$ cat src/rtl/output_serializer.sv
// Parallel-to-serial pad driver: WIDTH-bit words shifted out LSB-first on OQ, TQ=0 while driving.
// Latency: handshake at edge t0 puts bit0 on OQ after t1; bit k after t1+k.
// Backpressure: one-word holding register; D_READY drops while it is full, so the stream is gapless.
module output_serializer #(
    parameter int   WIDTH   = 4,
    parameter logic INIT_OQ = 1'b0,
    parameter logic IDLE_TQ = 1'b1
) (
    input  logic             CLK,
    input  logic             RST_N,
    input  logic [WIDTH-1:0] D,
    input  logic             D_VALID,
    output logic             D_READY,
    output logic             OQ,
    output logic             TQ,
    output logic             BUSY
);

    localparam int CW = $clog2(WIDTH) + 1;

    typedef enum logic {
        IDLE,
        SHIFT
    } state_t;

    state_t           state;
    logic [WIDTH-1:0] hold;
    logic             hold_vld;
    logic [WIDTH-1:0] sr;
    logic [CW-1:0]    cnt;

    logic last_bit;
    logic load;
    logic handshake;

    // Ready depends only on registers and reset, never on D_VALID.
    assign D_READY   = RST_N && !hold_vld;
    assign handshake = D_VALID && D_READY;
    assign last_bit  = (state == SHIFT) && (cnt == CW'(WIDTH));
    assign load      = hold_vld && ((state == IDLE) || last_bit);
    assign BUSY      = (state == SHIFT);

    always_ff @(posedge CLK) begin
        if (!RST_N) begin
            state    <= IDLE;
            hold     <= '0;
            hold_vld <= 1'b0;
            sr       <= '0;
            cnt      <= '0;
            OQ       <= INIT_OQ;
            TQ       <= IDLE_TQ;
        end else begin
            // A handshake can never coincide with a load: a full holding register blocks D_READY.
            if (handshake) begin
                hold     <= D;
                hold_vld <= 1'b1;
            end

            if (load) begin
                OQ       <= hold[0];
                sr       <= hold >> 1;
                cnt      <= CW'(1);
                TQ       <= 1'b0;
                state    <= SHIFT;
                hold_vld <= 1'b0;
            end else if (state == SHIFT) begin
                if (!last_bit) begin
                    OQ  <= sr[0];
                    sr  <= sr >> 1;
                    cnt <= cnt + CW'(1);
                end else begin
                    // Underrun: nothing queued behind the last bit, release the pad.
                    state <= IDLE;
                    OQ    <= INIT_OQ;
                    TQ    <= IDLE_TQ;
                    cnt   <= '0;
                end
            end
        end
    end

endmodule

$ cat config.mk
export PLATFORM = sky130hd
export DESIGN_NAME = output_serializer
export DESIGN_NICKNAME = d
export VERILOG_FILES = /design/src/rtl/output_serializer.sv
export SDC_FILE = /design/constraint.sdc
export NUM_CORES = 1
export LEC_CHECK = 0
export BUFFER_PORTS_ARGS = -buffer_cell sky130_fd_sc_hd__buf_2
export CAP_MARGIN = 5
export CORE_AREA = 8 8 45 47
export DETAILED_ROUTE_END_ITERATION = 16
export DIE_AREA = 0 0 53 55
export PLACE_DENSITY = 0.71
export SKIP_CTS_REPAIR_TIMING = 1
export SYNTH_ARGS = -nofsm -noshare
export SYNTH_HDL_FRONTEND = slang
export SYNTH_SLANG_ARGS = --single-unit
$ cat constraint.sdc
create_clock -name CLK -period 1.6 [get_ports CLK]
set_input_delay 0.24 -clock CLK [delete_from_list [all_inputs] [get_ports CLK]]
set_output_delay 0.24 -clock CLK [all_outputs]
set_load 0.05 [all_outputs]
==> results of run 1 <==
power by group through the flow:
stage | clock (mW) | sequential [mW] | combinational, mW
detailed placement | 0 | 0.404 | 0.138
floorplan | 0 | 0.419 | 0.0962
global route | 0.270 | 0.401 | 0.153
finish | 0.246 | 0.396 | 0.137
CTS | 0.259 | 0.396 | 0.139
global placement | 0 | 0.403 | 0.137
state kept, by name, summed over array words and instances, names as in the netlist:
name / count
hold: 4
cnt: 3
sr: 3
BUSY: 1
OQ: 1
TQ: 1
hold_vld: 1
logic make-up (layout without fill, tap and decap cells):
| family | after synthesis | count (layout) | synth area share |
|---|---|---|---|
| buffers and inverters | 7 | 18 | 0.0607 |
| DFF | 14 | 14 | 0.438 |
| and+or+nand+nor | 21 | 21 | 0.174 |
| adders and majority gates | 2 | 2 | 0.0391 |
| AOI/OAI and AO/OA | 14 | 14 | 0.176 |
| muxes | 7 | 7 | 0.112 |
worst min path at each step:
stage                  from      end  slack, ps  cells after the start
floorplan             RST_N  hold[0]        370                      1
global placement         TQ       TQ        480                      2
detailed placement  hold[0]       OQ        490                      2
CTS                    D[1]  hold[1]        220                      3
global route           D[2]  hold[2]        230                      3
finish                 D[1]  hold[1]        230                      3
layout make-up:
class	instances	area share
clock buffer	4	0.0500
timing repair buffer	11	0.0793
sequential	14	0.386
tap	16	0.0276
inverter	3	0.0155
multi-input combinational	44	0.441
layer usage:
metal | GRT usage | routed length (um) | up-vias
li1 | - | - | 248
met1 | 0.0955 | 513 | 217
met2 | 0.154 | 550 | 4
met3 | 0.0321 | 41 | 2
met4 | 0.0647 | 10 | 0
met5 | 0 | 0 | -
through the flow:
stage               power [mW]  std cells  worst slack [ps]
finish                   0.780         92               258
global route             0.824         92               200
CTS                      0.794         92               247
detailed placement       0.543         88               331
global placement         0.539         88               364
floorplan                0.515         65               151
worst reg2reg max path, cell delays in order (launching register included):
cell and delay, ps:
dfxtp_1 360, inv_1 60, ha_1 260, a21bo_2 280
o211a_1 220
cell usage in the layout, fill, tap and decap left out, drive strengths merged, types with 3 or more instances in the layout:
master and instances:
nand2 3, dfxtp 14, inv 3, nand3 4, clkbuf 4, a21oi 3, nor2b 9, buf 11
mux2i 6, nor2 3
==> impl_metrics.csv, run 1 <==
group,metric,value,unit
synth,yosys-top-cells-count,"dfxtp_1 (14), nor2b_1 (9), mux2i_1 (6)",
global_routing,antenna_found_initial,0,
cells_and_area,fin_nets,86,
global_routing,grt_max_degree,16,
die,dieHeight,55,um
synth,yosysTopAreaCellShare,0.438,
synth,synth_cell_type_count,25,
timing,fin_skew,1.40,ps
min_path,hold_class,"primary input to flop",
timing,min_period,1340,ps
cells_and_area,drive_gt1_frac,0.237,
die,fp.dieW,53,um
cells_and_area,final_util,0.524,
timing,relSlewSlack,0.661,
cts,cts_sinks,14,
synth,synth.area.top_cells,"dfxtp_1 (44%), mux2i_1 (9.4%), nor2b_1 (8.8%)",
global_routing,grt_pass1_vias,488,
synth,ys.flop_type,"dfxtp_1",
routing,viasPerCell,5.12,
power_and_ir_drop,ir_worst_vdd,0.000491,V
placed_design,placed_area,689,um2
synth,synth_edf_count,0,
cells_and_area,design_area,726,um2
setup_path,endpoint,"BUSY",
synth,seq_area_frac_synth,0.438,
routing,wl_per_cell,12.1,um
power_and_ir_drop,netSwitchingFraction,0.271,
timing,setup_viol,0,
cells_and_area,diodes,0,
power_and_ir_drop,switchingPower,211,uW
setup_path,end_kind,"output pin",
timing,setup_tns,0,ps
setup_path,start_kind,"flop",
synth,ys_ff_latch,14,
setup_path,slowest_delay,500,ps
timing,fin_crit_sh,0.839,
routing,firstDrtPassIters,3,
cts,cts_tree,"done",
synth,netlist_area,639,um2
cells_and_area,multiInputGateArea,320,um2
setup_path,path_cells,"buf_2",
routing,dr_total_vias,471,
setup_path,critPathBufInv,1,
synth,synthArstFlopShare,0,
die,ioPinCount,11,
setup_path,cp_slowest_cell,"dfxtp_1",
cts,cts.reportedPaths.clkPinSlew,80,ps
timing,rsz0062_at_grt,"no",
status,status,"complete, no violations",
placed_design,io_buffers,10,
setup_path,crit_family,"flip-flops",
synth,yosys.area.top_type,"dfxtp_1",
cts,root_buffer,"clkbuf_4",
routing,wirelength,1.12,mm
die,core.rowCount,14,
cts,worst_skew_pair.late_latency,270,ps
setup_path,r2r_cells,4,
timing,hold_violations,0,
routing,drc,0,
setup_path,reg2reg_slack,320,ps
power_and_ir_drop,power_frac_seq,0.508,
die,core_area,1380,um2
timing,clock.fmax,745,MHz
die,initial_core_util,0.462,
setup_path,cp.required,1360,ps
synth,yosys_warnings,0,
setup_path,r2r-end,"sr[0]",
run,max_cap_viol_count,0,
die,die-area,2920,um2
cts,clock_path_buffers,2,
cells_and_area,area_growth,13.5,%
power_and_ir_drop,power_density,1070,nW/um2
routing,drt_iter0_drc,7,
power_and_ir_drop,combPwrFrac,0.176,
power_and_ir_drop,leakagePower,0.333,nW
global_routing,grt-ovfl-total,0,
cells_and_area,seq_area,280,um2
setup_path,r2r-start,"cnt[0]",
power_and_ir_drop,p_int,569,uW
setup_path,crit_type,"flop to output pin",
synth,syn_avg_cell_area,9.84,um2
routing,ant_nets,0,
synth,syn_inst,65,
timing,slew_violations,0,
timing,fin_hold_ws,228,ps
synth,syn_nets,74,
placed_design,place.gp.congestion,0.670,
cells_and_area,n_fill_cell,134,
cts,cts_buffers,3,
cts,htreeDepth,1,
placed_design,place_hpwl,841,um
setup_path,worst-path-stages,1,
setup_path,cp.arrival,1100,ps
global_routing,track_usage,0.0923,
synth,yosysMostFrequentCell,"dfxtp_1",
setup_path,path_max_fanout,10,
setup_path,crit_start,"BUSY",
global_routing,grt_pass1_wl,1.99,mm
power_and_ir_drop,pwr-share-clk,0.316,
timing,tightest_slew,507,ps
Note: power is estimated with default switching activity, not from simulation.
==> run 2, diff against run 1 <==
--- a/config.mk
+++ b/config.mk
@@ -7,9 +7,9 @@
 export LEC_CHECK = 0
 export BUFFER_PORTS_ARGS = -buffer_cell sky130_fd_sc_hd__buf_2
 export CAP_MARGIN = 5
-export CORE_AREA = 8 8 45 47
+export CORE_MARGIN = 8
+export CORE_UTILIZATION = 46
 export DETAILED_ROUTE_END_ITERATION = 16
-export DIE_AREA = 0 0 53 55
 export PLACE_DENSITY = 0.71
 export SKIP_CTS_REPAIR_TIMING = 1
 export SYNTH_ARGS = -nofsm -noshare
==> constraint.sdc (replaced) <==
create_clock -name CLK -period 1.2 [get_ports CLK]
set_input_delay 0.18 -clock CLK [delete_from_list [all_inputs] [get_ports CLK]]
set_output_delay 0.18 -clock CLK [all_outputs]
set_load 0.05 [all_outputs]
==> run 2 against run 1 <==
Clock power up 14%; worst setup slack worse by 250 ps; critical path depth rose by 2; clock-buffer cell count unchanged; largest cell class unchanged.
==> impl_metrics.csv, run 2 (same netlist as run 1, synthesis figures left out) <==
group,metric,value,unit
status,status,"complete, no violations",
setup_path,slowest_delay,360,ps
setup_path,cp.arrival,1020,ps
timing,rsz0062_at_grt,"yes",
cells_and_area,regMostFlops,"hold",
power_and_ir_drop,combPwrFrac,0.233,
power_and_ir_drop,netSwitchingFraction,0.290,
power_and_ir_drop,total_power,1.05,mW
setup_path,end_kind,"output pin",
cts,root_buffer,"clkbuf_4",
routing,wl_per_cell,12.7,um
global_routing,grt_pass1_wl,1.98,mm
cells_and_area,reg_top3,"hold: 4 flops, cnt: 3 flops, sr: 3 flops",
timing,setup_viol,0,
global_routing,antenna_found_initial,0,
cells_and_area,multiInputGateArea,348,um2
global_routing,grt_pass1_vias,457,
power_and_ir_drop,leakagePower,0.387,nW
routing,ant_nets,0,
routing,dr_total_vias,519,
cells_and_area,n_fill_cell,121,
power_and_ir_drop,p_int,746,uW
timing,fin_crit_sh,0.996,
global_routing,grt-ovfl-total,0,
setup_path,crit_type,"flop to output pin",
setup_path,r2r_cells,4,
cts,clock_path_buffers,2,
cells_and_area,final_util,0.640,
setup_path,start_kind,"flop",
placed_design,place_hpwl,859,um
cells_and_area,mostFrequentLayoutCells,"dfxtp_1 (10), buf_2 (9), buf_4 (9)",
power_and_ir_drop,ir_worst_vdd,0.000651,V
cells_and_area,drive_gt1_frac,0.412,
power_and_ir_drop,pwr-share-clk,0.266,
setup_path,cp_slowest_cell,"dfxtp_4",
routing,viasPerCell,5.19,
cts,htreeDepth,1,
power_and_ir_drop,switchingPower,305,uW
run,max_cap_viol_count,0,
die,ioPinCount,11,
timing,relSlewSlack,0.834,
cts,cts_tree,"done",
power_and_ir_drop,power_frac_seq,0.501,
timing,min_period,1200,ps
cells_and_area,largest_reg_flops,4,
placed_design,placed_area,724,um2
routing,drt_iter0_drc,6,
die,dieHeight,53.3,um
cells_and_area,design_area,833,um2
timing,fin_skew,12.9,ps
cells_and_area,diodes,0,
global_routing,grt_max_degree,15,
timing,clock.fmax,836,MHz
cells_and_area,final_common_cell,"dfxtp_1",
setup_path,path_cells,"buf_6, nor2b_4, buf_8",
min_path,hold_class,"primary input to flop",
die,core.rowCount,13,
die,initial_core_util,0.491,
routing,drc,0,
placed_design,io_buffers,10,
placed_design,place.gp.congestion,0.769,
setup_path,path_max_fanout,5,
cts,cts.reportedPaths.clkPinSlew,90,ps
die,die-area,2840,um2
cts,cts_sinks,14,
placed_design,pre_cts_ws,-22.6,ps
timing,hold_violations,0,
timing,slew_violations,0,
routing,firstDrtPassIters,4,
global_routing,track_usage,0.0946,
die,fp.dieW,53.3,um
min_path,holdPathStages,3,
timing,worst_slack,4.30,ps
setup_path,cp.required,1020,ps
timing,setup_tns,0,ps
cells_and_area,fin_nets,95,
die,core_area,1300,um2
cells_and_area,seq_area,290,um2
cts,worst_skew_pair.late_latency,280,ps
power_and_ir_drop,power_density,1260,nW/um2
routing,wirelength,1.27,mm
cells_and_area,area_growth,30.3,%
cts,cts_buffers,3,
timing,tightest_slew,251,ps
[run 2: cell types whose count changed in the layout (fill, tap and decap cells not counted), moves of 2 or more]
cell / previous run / this run
dfxtp_4: 0 / 2
dfxtp_1: 14 / 10
dfxtp_2: 0 / 2
buf_4: 1 / 9
nor2b_1: 9 / 7
[run 2: final cells by class]
| type | instances | share of cell area |
|---|---|---|
| inverter | 3 | 0.0135 |
| clock buffer | 4 | 0.0315 |
| timing repair buffer | 20 | 0.167 |
| sequential | 14 | 0.348 |
| tap | 15 | 0.0225 |
| multi-input combinational | 44 | 0.417 |
[run 2: path summary, 6_finish.rpt]
kind             from      end  slack [ps]
max          hold_vld  D_READY           4
min              D[0]  hold[0]         150
max reg2reg    cnt[0]    sr[0]          80
min reg2reg   hold[0]       OQ         490
[run 2: stage by stage]
step	hold slack [ps]	std cells
2_1_floorplan	308	65
3_3_place_gp	442	91
3_5_place_dp	447	91
4_1_cts	142	95
5_1_grt	163	100
6_report	152	100
[run 2: worst max-delay path, delay by kind of cell, from the launching register on]
kind,cells,cell delay (ps)
buf+inv,2,280
simple gates,1,110
flops,1,360
[run 2: layer usage]
metal / GRT usage / vias up / share of wire
met1: 0.111 / 243 / 0.47
met3: 0.0308 / 2 / 0.052
li1: - / 266 / -
met4: 0.0756 / 0 / 0.0094
met5: 0 / - / 0
met2: 0.137 / 8 / 0.47
[run 2: power groups by stage]
stage	clock network [mW]	registers, mW	logic [mW]
after detailed placement	0	0.537	0.201
after global placement	0	0.536	0.199
final	0.280	0.526	0.245
after global routing	0.310	0.531	0.267
after CTS	0.297	0.526	0.202
after floorplan	0	0.558	0.129
